File: config.mk
export PLATFORM = sky130hd
export DESIGN_NAME = bus_arbiter_flat
export DESIGN_NICKNAME = d
export VERILOG_FILES = /design/src/rtl/bus_arbiter_pkg.sv /design/src/rtl/bus_arbiter_if.sv /design/src/rtl/bus_arbiter_rr_priority_select.sv /design/src/rtl/bus_arbiter.sv /design/src/flat_wrapper.sv
export SDC_FILE = /design/constraint.sdc
export NUM_CORES = 1
export LEC_CHECK = 0
export BUFFER_PORTS_ARGS = -buffer_cell sky130_fd_sc_hd__buf_4
export CAP_MARGIN = 10
export CORE_MARGIN = 2
export CORE_UTILIZATION = 61
export CTS_BUF_LIST = sky130_fd_sc_hd__clkbuf_4 sky130_fd_sc_hd__clkbuf_8
export CTS_CLUSTER_SIZE = 28
export DETAILED_ROUTE_END_ITERATION = 10
export HOLD_SLACK_MARGIN = 0.05
export PLACE_DENSITY = 0.91
export RECOVER_POWER = 100
export SYNTH_ARGS = -nofsm -noshare
export SYNTH_HDL_FRONTEND = slang
export SYNTH_SLANG_ARGS = --single-unit
File: constraint.sdc
create_clock -name system_clock -period 3.6 [get_ports system_clock]
set_input_delay 0.72 -clock system_clock [delete_from_list [all_inputs] [get_ports system_clock]]
set_output_delay 0.72 -clock system_clock [all_outputs]
set_load 0.005 [all_outputs]
File: src/rtl/bus_arbiter_pkg.sv
// Shared definitions for the round-robin bus arbiter: FSM state encoding
// and default sizing parameters.
package bus_arbiter_pkg;

  localparam int DEFAULT_NUM_REQ       = 4;
  localparam int DEFAULT_GRANT_TIMEOUT = 16;

  typedef enum logic [1:0] {
    ST_IDLE    = 2'd0,
    ST_GRANT   = 2'd1,
    ST_BUSY    = 2'd2,
    ST_RELEASE = 2'd3
  } state_e;

endpackage

File: src/rtl/bus_arbiter_if.sv
// Arbiter-facing bundle: master requests/grants plus the monitored shared-bus
// strobes. The arbiter uses the slave view; the bus/master side uses master.
interface bus_arbiter_if
  import bus_arbiter_pkg::*;
#(
  parameter int NUM_REQ = DEFAULT_NUM_REQ
);

  localparam int ID_W = $clog2(NUM_REQ);

  logic [NUM_REQ-1:0] request;
  logic [NUM_REQ-1:0] granted;
  logic               begin_transaction;
  logic               end_transaction;
  logic               error;
  logic [ID_W-1:0]    active_id;
  logic               bus_idle;

  modport slave (
    input  request, begin_transaction, end_transaction, error,
    output granted, active_id, bus_idle
  );

  modport master (
    output request, begin_transaction, end_transaction, error,
    input  granted, active_id, bus_idle
  );

endinterface

File: src/rtl/bus_arbiter_rr_priority_select.sv
// Combinational round-robin picker: the first set request bit found when
// scanning upward from (pointer+1) mod NUM_REQ, wrapping around.
module rr_priority_select #(
  parameter int NUM_REQ = 4
) (
  input  logic [NUM_REQ-1:0]         request,
  input  logic [$clog2(NUM_REQ)-1:0] pointer,
  output logic                       valid,
  output logic [$clog2(NUM_REQ)-1:0] winner
);

  localparam int ID_W = $clog2(NUM_REQ);

  logic [ID_W-1:0] idx;

  // Scan from the farthest candidate to the nearest so the nearest set bit
  // is the last one assigned and therefore wins, with no early exit needed.
  always_comb begin
    // NOTE: every output and temporary gets a default first so no path
    // through the loop leaves a value held, which would infer a latch.
    valid  = 1'b0;
    winner = pointer;
    idx    = '0;
    for (int i = NUM_REQ; i >= 1; i--) begin
      idx = ID_W'((int'(pointer) + i) % NUM_REQ);
      if (request[idx]) begin
        valid  = 1'b1;
        winner = idx;
      end
    end
  end

endmodule

File: src/rtl/bus_arbiter.sv
// Round-robin shared-bus arbiter: IDLE -> GRANT -> BUSY -> RELEASE with a
// grant timeout, a registered one-hot grant and a round-robin owner pointer.
module bus_arbiter
  import bus_arbiter_pkg::*;
#(
  parameter int NUM_REQ       = DEFAULT_NUM_REQ,
  parameter int GRANT_TIMEOUT = DEFAULT_GRANT_TIMEOUT
) (
  input  logic          system_clock,
  input  logic          reset,
  bus_arbiter_if.slave  bus
);

  localparam int                ID_W     = $clog2(NUM_REQ);
  localparam int                CNT_W    = $clog2(GRANT_TIMEOUT) + 1;
  localparam logic [CNT_W-1:0]  CNT_LAST = CNT_W'(GRANT_TIMEOUT - 1);
  localparam logic [CNT_W-1:0]  CNT_MAX  = '1;
  localparam logic [ID_W-1:0]   ID_RESET = ID_W'(NUM_REQ - 1);

  state_e             state, state_nxt;
  logic [NUM_REQ-1:0] granted_q, granted_nxt;
  logic [ID_W-1:0]    active_id_q, active_id_nxt;
  logic [CNT_W-1:0]   wait_cnt, wait_cnt_nxt;
  logic               sel_valid;
  logic [ID_W-1:0]    sel_id;
  logic               owner_req;

  rr_priority_select #(.NUM_REQ(NUM_REQ)) u_select (
    .request (bus.request),
    .pointer (active_id_q),
    .valid   (sel_valid),
    .winner  (sel_id)
  );

  assign owner_req = bus.request[active_id_q];

  always_comb begin
    state_nxt     = state;
    granted_nxt   = granted_q;
    active_id_nxt = active_id_q;
    wait_cnt_nxt  = wait_cnt;
    unique case (state)
      ST_IDLE: begin
        if (sel_valid) begin
          state_nxt     = ST_GRANT;
          granted_nxt   = NUM_REQ'(1) << sel_id;
          active_id_nxt = sel_id;
          wait_cnt_nxt  = '0;
        end
      end
      ST_GRANT: begin
        // A begin coinciding with end is a complete one-cycle transaction.
        if (bus.error || (bus.begin_transaction && bus.end_transaction)) begin
          state_nxt   = ST_RELEASE;
          granted_nxt = '0;
        end else if (bus.begin_transaction) begin
          state_nxt = ST_BUSY;
        end else if (!owner_req || wait_cnt == CNT_LAST) begin
          state_nxt   = ST_RELEASE;
          granted_nxt = '0;
        end else if (wait_cnt != CNT_MAX) begin
          wait_cnt_nxt = wait_cnt + CNT_W'(1);
        end
      end
      ST_BUSY: begin
        if (bus.end_transaction || bus.error) begin
          state_nxt   = ST_RELEASE;
          granted_nxt = '0;
        end
      end
      ST_RELEASE: begin
        state_nxt   = ST_IDLE;
        granted_nxt = '0;
      end
      default: begin
        state_nxt   = ST_IDLE;
        granted_nxt = '0;
      end
    endcase
  end

  always_ff @(posedge system_clock) begin
    // NOTE: state registers use non-blocking assignments so every flop
    // samples pre-edge values regardless of statement order.
    if (reset) begin
      state       <= ST_IDLE;
      granted_q   <= '0;
      active_id_q <= ID_RESET;
      wait_cnt    <= '0;
    end else begin
      state       <= state_nxt;
      granted_q   <= granted_nxt;
      active_id_q <= active_id_nxt;
      wait_cnt    <= wait_cnt_nxt;
    end
  end

  assign bus.granted   = granted_q;
  assign bus.active_id = active_id_q;
  assign bus.bus_idle  = (state == ST_IDLE);

endmodule

File: src/flat_wrapper.sv
// flat-port wrapper written by rule: the top's interface ports become plain ports
module bus_arbiter_flat import bus_arbiter_pkg::*;
#(
  parameter int NUM_REQ       = DEFAULT_NUM_REQ,
  parameter int GRANT_TIMEOUT = DEFAULT_GRANT_TIMEOUT
)
  (system_clock, reset, bus_request, bus_begin_transaction, bus_end_transaction, bus_error, bus_granted, bus_active_id, bus_bus_idle);
  bus_arbiter_if #(.NUM_REQ(NUM_REQ)) bus_i ();
  input  logic system_clock;
  input  logic reset;
  input wire logic [$bits(bus_i.request)-1:0] bus_request;
  input wire logic [$bits(bus_i.begin_transaction)-1:0] bus_begin_transaction;
  input wire logic [$bits(bus_i.end_transaction)-1:0] bus_end_transaction;
  input wire logic [$bits(bus_i.error)-1:0] bus_error;
  output wire logic [$bits(bus_i.granted)-1:0] bus_granted;
  output wire logic [$bits(bus_i.active_id)-1:0] bus_active_id;
  output wire logic [$bits(bus_i.bus_idle)-1:0] bus_bus_idle;
  assign bus_i.request = bus_request;
  assign bus_i.begin_transaction = bus_begin_transaction;
  assign bus_i.end_transaction = bus_end_transaction;
  assign bus_i.error = bus_error;
  assign bus_granted = bus_i.granted;
  assign bus_active_id = bus_i.active_id;
  assign bus_bus_idle = bus_i.bus_idle;
  bus_arbiter #(.NUM_REQ(NUM_REQ), .GRANT_TIMEOUT(GRANT_TIMEOUT)) u_core (.system_clock(system_clock), .reset(reset), .bus(bus_i));
endmodule
# --- Word level (Yosys, flattened, before mapping) ---
# Index checks and enable logic that the tools add are counted.
word_totals:
  in_bits: 9
  word_cells: 76
  register_bits: 13
op_classes:
  add_sub_neg: 5
  n_reduce_logical: 11
  n_eq_ne: 14
  n_lt_le_gt_ge: 5
  muxes: 36
  shifts: 1
op_table:
  columns: ["op", "n"]
  rows:
  - ["$mux 5", 5]
  - ["$mux 4", 5]
  - ["$mux 2", 9]
  - ["$pmux 4 s4", 1]
  - ["$lt 2x3->1 const B", 5]
  - ["$bmux 1 s2", 5]
  - ["$pmux 5 s2", 1]
  - ["$mux 1", 9]
  - ["$pmux 2 s4", 1]
  - ["$ne 2x1->1 const B", 3]
  - ["$ne 2x2->1 const B", 3]
  - ["$reduce_and 6->1", 1]
  - ["$add 5x1->5 const B", 1]
  - ["$eq 5x4->1 const B", 1]
  - ["$ne 5x5->1 const B", 1]
  - ["$add 2x1->2 const B", 2]
  - ["$add 2x2->2 const B", 2]
  - ["$eq 2x2->1 const B", 2]
  - ["$ne 4x2->1 const B", 1]
  - ["$reduce_and 4->1", 1]
  - ["$shl 1x2->4 const A", 1]
  - ["$logic_or 1x1->1", 3]
  - ["$ne 3x1->1 const B", 1]
  - ["$ne 3x2->1 const B", 1]
  - ["7 further kinds", 7]

# --- Logic depth before layout (Yosys ltp) ---
# Gate-level depths: netlist of the first run.
logic_depth:
  ltp_word: 10
  depth_mapped: 8

# --- Cells and area by module ---
# Synthesis of the first run repeated with hierarchy kept, for this count alone.
unflattened:
  hier_cells: 110
  area_unflattened_um2: 987.2
by_module_without_submodules:
  columns: ["mod", "area_per_inst_um2", "instances", "seq_area_each_um2", "cells_per_inst"]
  rows:
  - ["bus_arbiter", 904.6, 1, 260.2, 96]
  - ["rr_priority_select", 82.6, 1, 0.0, 14]

# --- Worst setup path before layout of the first run ---
# Ideal clock, no wire load.
synth_path:
  path_type: "flip-flop to flip-flop"
  from: "reg u_core.wait_cnt[0]"
  to: "reg u_core.wait_cnt[3]"
  arrival_time_ns: 1.962
  path_slack_ns: 1.503
  n_path_buf: 0
  stages_incl_launch_ff: 8
  setup_time_ns: 0.134
  period_less_slack_ns: 2.097
  cell_sequence: "dfxtp_1 ha_1 and3_1 ha_1 nor4b_1 a32oi_1 o311ai_0 o31ai_1"
synth_via:
  elab_chain_cells: 6
  elab_cells_between_ends: 12
  classes_between: "1 x add/sub; 4 x eq/ne; 5 x mux; 2 x reduce/logical"
synth_rtl:
  columns: ["item", "line_no", "source"]
  rows:
  - ["start, declared", "bus_arbiter.sv:23", "logic [CNT_W-1:0] wait_cnt, wait_cnt_nxt;"]
  - ["start signal, assigned", "bus_arbiter.sv:94", "wait_cnt <= wait_cnt_nxt;"]
  - ["$add 5x1->5", "bus_arbiter.sv:62", "wait_cnt_nxt = wait_cnt + CNT_W'(1);"]
  - ["$mux 5", "bus_arbiter.sv:61", "end else if (wait_cnt != CNT_MAX) begin"]
  - ["$mux 5", "bus_arbiter.sv:58", "end else if (!owner_req || wait_cnt == CNT_LAST) begin"]
  - ["$mux 5", "bus_arbiter.sv:56", "end else if (bus.begin_transaction) begin"]
  - ["$mux 5", "bus_arbiter.sv:53", "if (bus.error || (bus.begin_transaction && bus.end_transaction)) begin"]
  - ["$pmux 5 s2", "bus_arbiter.sv:42", "unique case (state)"]
# Parallel ways exist; a longest one is shown, timed or not. The select of a mux whose other input is x is not followed.
# A chain may end at the register's enable or synchronous reset.

# --- Worst setup path after layout of the first run ---
# Ends and elaborated chain as after synthesis.

==> results of run 1 <==
[cell families after synthesis]
group,count (synthesis),synth area share
AO/OA/AOI/OAI,36,0.314
AND/OR/NAND/NOR,33,0.201
flip-flops,13,0.287
buffers and inverters,12,0.0661
adder cells (fa/ha/maj),7,0.0964
multiplexers,2,0.0358
[registers in the layout, indices dropped and copies added (netlist names)]
register	count
u_core.bus.active_id	2
u_core.bus.granted	4
u_core.state	2
u_core.wait_cnt	5
[worst paths after layout]
check	startpoint	end	slack, ns	cells past startpoint
min reg2reg	u_core.wait_cnt[3]	u_core.wait_cnt[3]	0.51	1
max	u_core.wait_cnt[0]	u_core.wait_cnt[3]	0.93	7
max reg2reg	u_core.wait_cnt[0]	u_core.wait_cnt[3]	0.93	7
min	u_core.wait_cnt[3]	u_core.wait_cnt[3]	0.51	1
[placed cells by master (no fill, tap or decap), types with 2 or more instances in the layout]
| cell | n |
|---|---|
| o211ai_1 | 3 |
| o221ai_1 | 4 |
| inv_1 | 9 |
| ha_1 | 7 |
| clkbuf_4 | 11 |
| nand3_1 | 2 |
| nand2_1 | 7 |
| o311ai_0 | 2 |
| nor3b_1 | 2 |
| a21oi_1 | 5 |
| o41ai_1 | 4 |
| o31ai_1 | 2 |
| nand2b_1 | 2 |
| a211oi_1 | 2 |
| nor2b_1 | 4 |
| dfxtp_1 | 13 |
| o21ai_0 | 3 |
| buf_4 | 7 |
| nor2_1 | 6 |
[per-layer routing]
layer | global-route usage | routed length, um | vias up
met4 | 0.0688 | 38 | 0
met3 | 0.0345 | 155 | 6
met1 | 0.355 | 974 | 421
li1 | - | - | 436
met5 | 0 | 0 | -
met2 | 0.437 | 957 | 47
[final cells by class]
| cell class | instances | area share |
|---|---|---|
| clock buffers | 4 | 0.0290 |
| inverters | 9 | 0.0326 |
| multi-input cells | 78 | 0.565 |
| flip-flops and latches | 13 | 0.251 |
| well taps | 15 | 0.0181 |
| repair buffers | 15 | 0.105 |
[power by group through the flow]
stage / Combinational, W / Clock [W] / Sequential (W)
final: 0.000334 / 0.000102 / 0.000217
after detailed placement: 0.000331 / 0 / 0.000220
after floorplan: 0.000252 / 0 / 0.000205
after global placement: 0.000320 / 0 / 0.000219
after CTS: 0.000336 / 0.000101 / 0.000217
after global routing: 0.000369 / 0.000106 / 0.000225
[worst reg2reg max path, stage by stage, from the launching register on]
cell and delay [ns]:
dfxtp_1 0.35, ha_1 0.24, and3_1 0.22, ha_1 0.22, nor4b_1 0.47, and2_0 0.52, nand4_1 0.25, o31ai_1 0.30
[metrics by stage]
step	utilization	cell area (um2)	hold slack, ns
finish	0.768	1040	0.515
global route	0.768	1040	0.537
CTS	0.773	1040	0.512
detailed placement	0.751	1010	0.500
global placement	0.751	1010	0.482
floorplan	-	908	0.427
==> impl_metrics.csv, run 1 <==
group,metric,value,unit
outcome,status,"finished, final reports clean",
yosys,synth_cell_types,42,
power_and_ir_drop,p_total,0.000653,W
grt,grt_max_degree,12,
finish,seqCellArea,260,um2
finish,fillers,102,
detailed_routing,via_count,910,
run,drv_cap,0,
clock_network,cts-root-buf,"clkbuf_4",
detailed_routing,drt_wl_total,2.13,mm
floorplanning,die_w,42.6,um
detailed_routing,ant_nets,0,
sta,fin_crit,2.67,ns
place,placed_cells,130,
yosys,synth_top_area_cell,"dfxtp_1",
finish,diodes,0,
setup_path,crit_chain,"ha_1 -> and3_1 -> ha_1 -> nor4b_1 -> and2_0 -> nand4_1 -> o31ai_1",
clock_network,cts_setup_buffers,0,
setup_path,crit_path_end_kind,"register",
yosys,yosysSeqAreaShare,0.287,
sta,finalMaxSlewViolations,0,
sta,hold_viol,0,
clock_network,clk_pin_slew,0.09,ns
sta,fin_setup_tns,0,ns
power_and_ir_drop,pwr_density_cell,629,nW/um2
clock_network,cts_tree,"done",
grt,track_usage,0.262,
clock_network,worstSkewPairLatency,0.28,ns
power_and_ir_drop,p_clk_frac,0.157,
sta,tightest_slew,0.565,ns
yosys,yosys_register_bits,13,
floorplanning,start_util,0.673,
yosys,synth.top_cells.by_area,"dfxtp_1 29%, ha_1 9.6%, o221ai_1 3.9%",
sta,setup_viol,0,
sta,worst_slack,0.934,ns
sta,fmax,375,MHz
sta,rsz0062_at_grt,"no",
detailed_routing,via_per_inst,6.79,
yosys,syn_inst,103,
power_and_ir_drop,irDropWorstVdd,381,uV
detailed_routing,first_pass_iters,4,
clock_network,max-clock-path-buffers,2,
clock_network,hold_buffers,0,
clock_network,cts-buffers-inserted,3,
finish,final_cells,134,
setup_path,cp_max_fo,9,
setup_path,max_stage_delay,0.52,ns
detailed_routing,wl_per_cell,15.9,um
place,hpwlAfterDp,1.59,mm
power_and_ir_drop,sw_frac_of_total,0.417,
clock_network,htreeDepth,1,
place,gp_congestion,0.899,
setup_path,critical_path.most_common_cell,"ha_1",
grt,antenna_found_initial,0,
sta,finClkSkew,0.000638,ns
yosys,synth_edf_count,0,
setup_path,path_buf_inv,0,
yosys,ys.warnings.count,0,
power_and_ir_drop,seqPwrFrac,0.332,
power_and_ir_drop,p_switching,0.000272,W
setup_path,startpoint_type,"register",
yosys,async_flop_share,0,
finish,fin_nets,136,
yosys,yosys.cell_count.top_type,"dfxtp_1",
floorplanning,dieArea,1810,um2
yosys,synth_top_area_frac,0.287,
sta,finalCritPeriodShare,0.741,
power_and_ir_drop,leakage,0.423,nW
yosys,yosys-top-cells-count,"13 x dfxtp_1, 9 x inv_1, 7 x ha_1, 7 x nand2_1, 6 x nor2_1",
yosys,avgSynthCellArea,8.82,um2
grt,grt_overflow_total,0,
power_and_ir_drop,p_comb_frac,0.511,
yosys,synth_nets,119,
finish,drive_gt1_frac,0.193,
place,dp_slack,1.13,ns
setup_path,cpMaxStageDelayCell,"and2_0",
clock_network,postCtsResizedCells,0,
yosys,synth_ff_type,"dfxtp_1",
detailed_routing,post-route-drc-count,0,
floorplanning,placementRows,13,
sta,slew_headroom,0.622,
yosys,syn_area,908,um2
finish,synthToLayoutAreaGrowth,14.2,%
setup_path,path_delay_family,"simple AND/OR/NAND/NOR gates",
grt,grt_pass1_wl,3.71,mm
setup_path,critPathKind,"reg2reg",
place,numPortBuffers,15,
floorplanning,die_h,42.6,um
grt,grt_pass1_vias,829,
power_and_ir_drop,internal_power,0.000381,W
finish,multi_input_area,586,um2
setup_path,cp_data_arrival_time,2.85,ns
detailed_routing,drt_iter0_drc,31,
floorplanning,core_area,1350,um2
min_path,hold_class,"reg2reg",
setup_path,worstPathRequired,3.79,ns
floorplanning,ios,16,
clock_network,cts_num_sinks,13,
Power figures use the tool's default switching activity.
==> run 2: changes to the inputs <==
--- a/config.mk
+++ b/config.mk
@@ -8,12 +8,12 @@
 export BUFFER_PORTS_ARGS = -buffer_cell sky130_fd_sc_hd__buf_4
 export CAP_MARGIN = 10
 export CORE_MARGIN = 2
-export CORE_UTILIZATION = 61
+export CORE_UTILIZATION = 51
 export CTS_BUF_LIST = sky130_fd_sc_hd__clkbuf_4 sky130_fd_sc_hd__clkbuf_8
 export CTS_CLUSTER_SIZE = 28
 export DETAILED_ROUTE_END_ITERATION = 10
 export HOLD_SLACK_MARGIN = 0.05
-export PLACE_DENSITY = 0.91
+export PLACE_DENSITY = 0.82
 export RECOVER_POWER = 100
 export SYNTH_ARGS = -nofsm -noshare
 export SYNTH_HDL_FRONTEND = slang
==> constraint.sdc (replaced) <==
create_clock -name system_clock -period 2.2 [get_ports system_clock]
set_input_delay 0.44 -clock system_clock [delete_from_list [all_inputs] [get_ports system_clock]]
set_output_delay 0.44 -clock system_clock [all_outputs]
set_load 0.005 [all_outputs]
==> impl_metrics.csv, run 2 (same netlist as run 1, synthesis figures left out) <==
group,metric,value,unit
outcome,status,"finished, final reports clean",
sta,setup_viol,0,
setup_path,path_buf_inv,1,
setup_path,r2r_start,"u_core.wait_cnt[1]",
clock_network,cts_tree,"done",
floorplanning,die_h,46.2,um
clock_network,clk_pin_slew,0.09,ns
setup_path,startpoint_type,"register",
setup_path,cpMaxStageDelayCell,"dfxtp_1",
setup_path,reg2regPathDepth,8,
detailed_routing,wl_per_cell,14.8,um
min_path,hold_class,"in2reg",
finish,top_register,"u_core.wait_cnt",
floorplanning,start_util,0.532,
sta,fin_setup_tns,0,ns
setup_path,critPathCapture,"u_core.bus.granted[3]",
clock_network,htreeDepth,1,
grt,grt_overflow_total,0,
finish,final_common_cell,"buf_4",
power_and_ir_drop,irDropWorstVdd,698,uV
sta,rsz0062_at_grt,"no",
run,drv_cap,0,
floorplanning,ios,16,
clock_network,worstSkewPairLatency,0.28,ns
clock_network,max-clock-path-buffers,2,
place,hpwlAfterDp,1.67,mm
detailed_routing,first_pass_iters,4,
power_and_ir_drop,leakage,0.448,nW
sta,hold_viol,0,
sta,tightest_slew,0.465,ns
grt,antenna_found_initial,0,
sta,fin_crit,2.02,ns
power_and_ir_drop,p_total,0.00109,W
setup_path,cp_data_arrival_time,2.19,ns
floorplanning,dieArea,2130,um2
detailed_routing,post-route-drc-count,0,
floorplanning,placementRows,15,
setup_path,worst-path-stages,8,
sta,finalMaxSlewViolations,0,
detailed_routing,via_count,911,
clock_network,cts-root-buf,"clkbuf_4",
sta,finalCritPeriodShare,0.918,
finish,synthToLayoutAreaGrowth,19.8,%
setup_path,r2r_slack,0.18,ns
place,numPortBuffers,15,
sta,finClkSkew,0.00676,ns
sta,slew_headroom,0.687,
detailed_routing,ant_nets,0,
setup_path,worstPathRequired,2.37,ns
grt,grt_pass1_vias,810,
detailed_routing,via_per_inst,6.11,
place,gp_congestion,0.781,
clock_network,cts_num_sinks,13,
clock_network,hold_buffers,0,
finish,largest_reg_flops,5,
finish,final_cell_mix,"13 x buf_4, 12 x dfxtp_1, 9 x inv_1, 9 x clkbuf_4, 7 x nand2_1",
clock_network,cts-buffers-inserted,3,
setup_path,timing.rr.end,"u_core.bus.granted[3]",
setup_path,cp_max_fo,6,
power_and_ir_drop,pwr_density_cell,1000,nW/um2
setup_path,critPathKind,"reg2reg",
setup_path,crit_path_end_kind,"register",
setup_path,max_stage_delay,0.37,ns
floorplanning,die_w,46.2,um
finish,diodes,0,
finish,drive_gt1_frac,0.250,
setup_path,startpoint,"u_core.wait_cnt[1]",
detailed_routing,drt_iter0_drc,15,
detailed_routing,drt_wl_total,2.20,mm
setup_path,crit_chain,"ha_2 -> and3_1 -> ha_1 -> nor4b_2 -> buf_4 -> and2_4 -> o22a_2 -> o41ai_1",
grt,track_usage,0.222,
setup_path,path_delay_family,"compound AO/OA/AOI/OAI gates",
finish,fin_nets,141,
grt,grt_max_degree,11,
grt,grt_pass1_wl,3.43,mm
floorplanning,core_area,1710,um2
sta,fmax,495,MHz
[run 2: cell types whose count changed in the layout (fill, tap and decap cells not counted), moves of 2 or more]
cell      previous run  this run
buf_4                7        13
clkbuf_4            11         9
o311ai_0             2         0
o311ai_1             0         2
[run 2: routing by layer]
metal,GRT usage,routed length [um]
met5,0,0
met3,0.0627,121
met1,0.271,962
met2,0.381,1100
met4,0.0514,22
[run 2: final cells by class]
type                            instances  area (um2)
Clock buffer                            4        30.0
Fill cell                             153         619
Inverter                                9        33.8
Multi-Input combinational cell         78         589
Sequential cell                        13         262
Tap cell                               25        31.3
Timing Repair Buffer                   20         143
[run 2: worst min-delay path by stage]
stage,slack [ns],startpoint,end,cells past startpoint
floorplan,0.43,u_core.wait_cnt[3],u_core.wait_cnt[3],1
global placement,0.45,u_core.wait_cnt[3],u_core.wait_cnt[3],1
detailed placement,0.46,u_core.wait_cnt[3],u_core.wait_cnt[3],1
CTS,0.40,reset,u_core.state[1],2
global route,0.42,reset,u_core.state[1],2
finish,0.40,reset,u_core.state[1],2
[run 2: timing repair]
action / in CTS / in global routing
resized for setup: 1 / 5
setup endpoints to repair: 2 / 6
pin swaps: 1 / 2
setup buffers: 0 / 1
[run 2: power breakdown]
| part | total [W] | switching, W | internal, W |
|---|---|---|---|
| Sequential | 0.000334 | 0.0000428 | 0.000291 |
| Combinational | 0.000595 | 0.000328 | 0.000267 |
| Clock | 0.000165 | 0.0000825 | 0.0000827 |
[run 2: per-stage QoR]
step,util,area (um2),setup WS (ns),cells,hold slack (ns)
after global routing,0.637,1090,0.0120,149,0.418
after global placement,0.618,1060,0.103,144,0.454
final,0.637,1090,0.180,149,0.401
after floorplan,-,908,0.103,103,0.427
after detailed placement,0.618,1060,0.00583,144,0.461
after CTS,0.640,1090,0.0374,148,0.399
==> run 3: changes to the inputs <==
--- a/config.mk
+++ b/config.mk
@@ -7,8 +7,10 @@
 export LEC_CHECK = 0
 export BUFFER_PORTS_ARGS = -buffer_cell sky130_fd_sc_hd__buf_4
 export CAP_MARGIN = 10
+export CELL_PAD_IN_SITES_DETAIL_PLACEMENT = 1
+export CELL_PAD_IN_SITES_GLOBAL_PLACEMENT = 1
 export CORE_MARGIN = 2
-export CORE_UTILIZATION = 51
+export CORE_UTILIZATION = 39
 export CTS_BUF_LIST = sky130_fd_sc_hd__clkbuf_4 sky130_fd_sc_hd__clkbuf_8
 export CTS_CLUSTER_SIZE = 28
 export DETAILED_ROUTE_END_ITERATION = 10
@@ -17,4 +19,5 @@
 export RECOVER_POWER = 100
 export SYNTH_ARGS = -nofsm -noshare
 export SYNTH_HDL_FRONTEND = slang
+export SYNTH_HIERARCHICAL = 1
 export SYNTH_SLANG_ARGS = --single-unit
==> impl_metrics.csv, run 3 <==
group,metric,value,unit
outcome,status,"finished, final reports clean",
finish,largest_reg_flops,5,
min_path,hold_start,"reset",
setup_path,critPathKind,"reg2reg",
place,hpwlAfterDp,1.93,mm
grt,grt_max_degree,17,
floorplanning,placementRows,18,
detailed_routing,first_pass_iters,4,
power_and_ir_drop,leakage,0.524,nW
yosys,ys.warnings.count,6,
sta,hold_viol,0,
yosys,synth_top_area_cell,"dfxtp_1",
yosys,synth_top_area_frac,0.264,
sta,fin_crit,2.09,ns
finish,final_common_cell,"dfxtp_1",
floorplanning,start_util,0.406,
yosys,synth_edf_count,0,
finish,top_register,"u_core/wait_cnt",
clock_network,clk_pin_slew,0.08,ns
clock_network,worstSkewPairLatency,0.28,ns
yosys,synth_cell_types,38,
finish,multi_input_area,692,um2
setup_path,path_delay_family,"compound AO/OA/AOI/OAI gates",
setup_path,cp_max_fo,6,
clock_network,cts_tree,"done",
setup_path,path_buf_inv,0,
sta,slew_headroom,0.702,
grt,grt_overflow_total,0,
floorplanning,ios,16,
floorplanning,dieArea,2950,um2
setup_path,crit_chain,"ha_1 -> and3_4 -> ha_4 -> and4bb_2 -> a22o_4 -> a2111o_1 -> a31oi_1",
sta,fin_setup_tns,0,ns
grt,antenna_found_initial,0,
yosys,synth.top_cells.by_area,"dfxtp_1 26%, ha_1 8.9%, mux2i_1 6.1%",
detailed_routing,ant_nets,0,
setup_path,max_stage_delay,0.40,ns
place,placed_area,1140,um2
min_path,hold_class,"in2reg",
setup_path,crit_path_end_kind,"register",
yosys,syn_inst,110,
power_and_ir_drop,irDropWorstVdd,650,uV
yosys,async_flop_share,0,
grt,track_usage,0.195,
detailed_routing,drt_iter0_drc,17,
place,gp_congestion,0.783,
sta,fmax,478,MHz
finish,fin_util,0.495,
sta,fin_hold_ws,0.451,ns
clock_network,htreeDepth,1,
detailed_routing,via_count,927,
run,drv_cap,0,
sta,finClkSkew,0.00382,ns
detailed_routing,via_per_inst,5.72,
yosys,yosys_register_bits,13,
finish,seqCellArea,260,um2
setup_path,cp_data_arrival_time,2.31,ns
setup_path,startpoint_type,"register",
clock_network,cts-buffers-inserted,3,
finish,synthToLayoutAreaGrowth,21.9,%
clock_network,cts_num_sinks,13,
yosys,avgSynthCellArea,8.97,um2
yosys,yosys-top-cells-count,"13 x dfxtp_1, 10 x inv_1, 8 x a21oi_1, 8 x nand2b_1, 7 x ha_1",
clock_network,max-clock-path-buffers,2,
yosys,syn_area,987,um2
yosys,yosysSeqAreaShare,0.264,
sta,worst_slack,0.107,ns
sta,tightest_slew,0.446,ns
grt,grt_pass1_vias,918,
sta,rsz0062_at_grt,"no",
floorplanning,die_w,54.3,um
sta,finalMaxSlewViolations,0,
sta,finalCritPeriodShare,0.951,
clock_network,hold_buffers,0,
finish,diodes,0,
yosys,synth_ff_type,"dfxtp_1",
finish,final_cell_mix,"13 x dfxtp_1, 12 x buf_4, 11 x clkbuf_4",
detailed_routing,drt_wl_total,2.59,mm
setup_path,startpoint,"u_core/wait_cnt[1]",
place,dp_slack,-0.0175,ns
finish,drive_gt1_frac,0.273,
finish,fin_nets,149,
setup_path,r2r_start,"u_core/wait_cnt[1]",
setup_path,cpMaxStageDelayCell,"a2111o_1",
grt,grt_pass1_wl,4.15,mm
detailed_routing,wl_per_cell,16.0,um
yosys,synth_nets,126,
finish,final_area,1200,um2
detailed_routing,post-route-drc-count,0,
floorplanning,core_area,2430,um2
yosys,yosys.cell_count.top_type,"dfxtp_1",
power_and_ir_drop,pwr_density_cell,1010,nW/um2
place,numPortBuffers,15,
clock_network,cts-root-buf,"clkbuf_4",
sta,setup_viol,0,
setup_path,worstPathRequired,2.41,ns
floorplanning,die_h,54.3,um
finish,fillers,298,
==> run 3: metal layers <==
| metal | up-vias | share of wire | wire length, um | track usage |
|---|---|---|---|---|
| met5 | - | 0 | 0 | 0 |
| met4 | 0 | 0 | 0 | 0.0333 |
| met3 | 0 | 0.035 | 91 | 0.0519 |
| met2 | 15 | 0.51 | 1320 | 0.353 |
| met1 | 448 | 0.45 | 1180 | 0.232 |
| li1 | 464 | - | - | - |
==> run 3: area by class of cell <==
class	instances	share of cell area
clock buffers	4	0.0249
flip-flops and latches	13	0.216
well taps	30	0.0312
repair buffers	20	0.122
inverters	10	0.0312
multi-input cells	85	0.575
==> run 3: cells by family after synthesis <==
kind of cell,count (synthesis),synth area share
mux,8,0.0913
flops,13,0.264
fa+ha+maj,7,0.0887
buf+inv,12,0.0532
compound gates,33,0.266
simple gates,37,0.237
==> run 3: timing repair <==
action,4_1_cts,5_1_grt
resized for setup,1,3
pin swaps,2,2
buffers inserted,2,0
endpoints found under the setup margin,2,6
==> run 3: stage by stage <==
step | cells | power, W
after global placement | 156 | 0.00103
after CTS | 162 | 0.00124
after detailed placement | 156 | 0.00105
after global routing | 162 | 0.00132
final | 162 | 0.00122
after floorplan | 110 | 0.000831
==> run 3: power by group <==
group          internal (W)  switching, W  total [W]
Clock             0.0000828     0.0000842   0.000167
Sequential         0.000292     0.0000806   0.000373
Combinational      0.000333      0.000345   0.000678
==> run 3: path summary, 6_finish.rpt <==
kind	cells after the start	slack [ns]	endpoint
max	7	0.11	u_core/state[0]
min	2	0.45	u_core/wait_cnt[4]
max reg2reg	7	0.11	u_core/state[0]
min reg2reg	2	0.48	u_core/bus.granted[2]
==> run 3: worst reg2reg max path, cell delays in order, from the launching register on <==
cell and delay (ns):
dfxtp_1 0.36, ha_1 0.20, and3_4 0.22, ha_4 0.16
and4bb_2 0.27, a22o_4 0.25, a2111o_1 0.40, a31oi_1 0.17
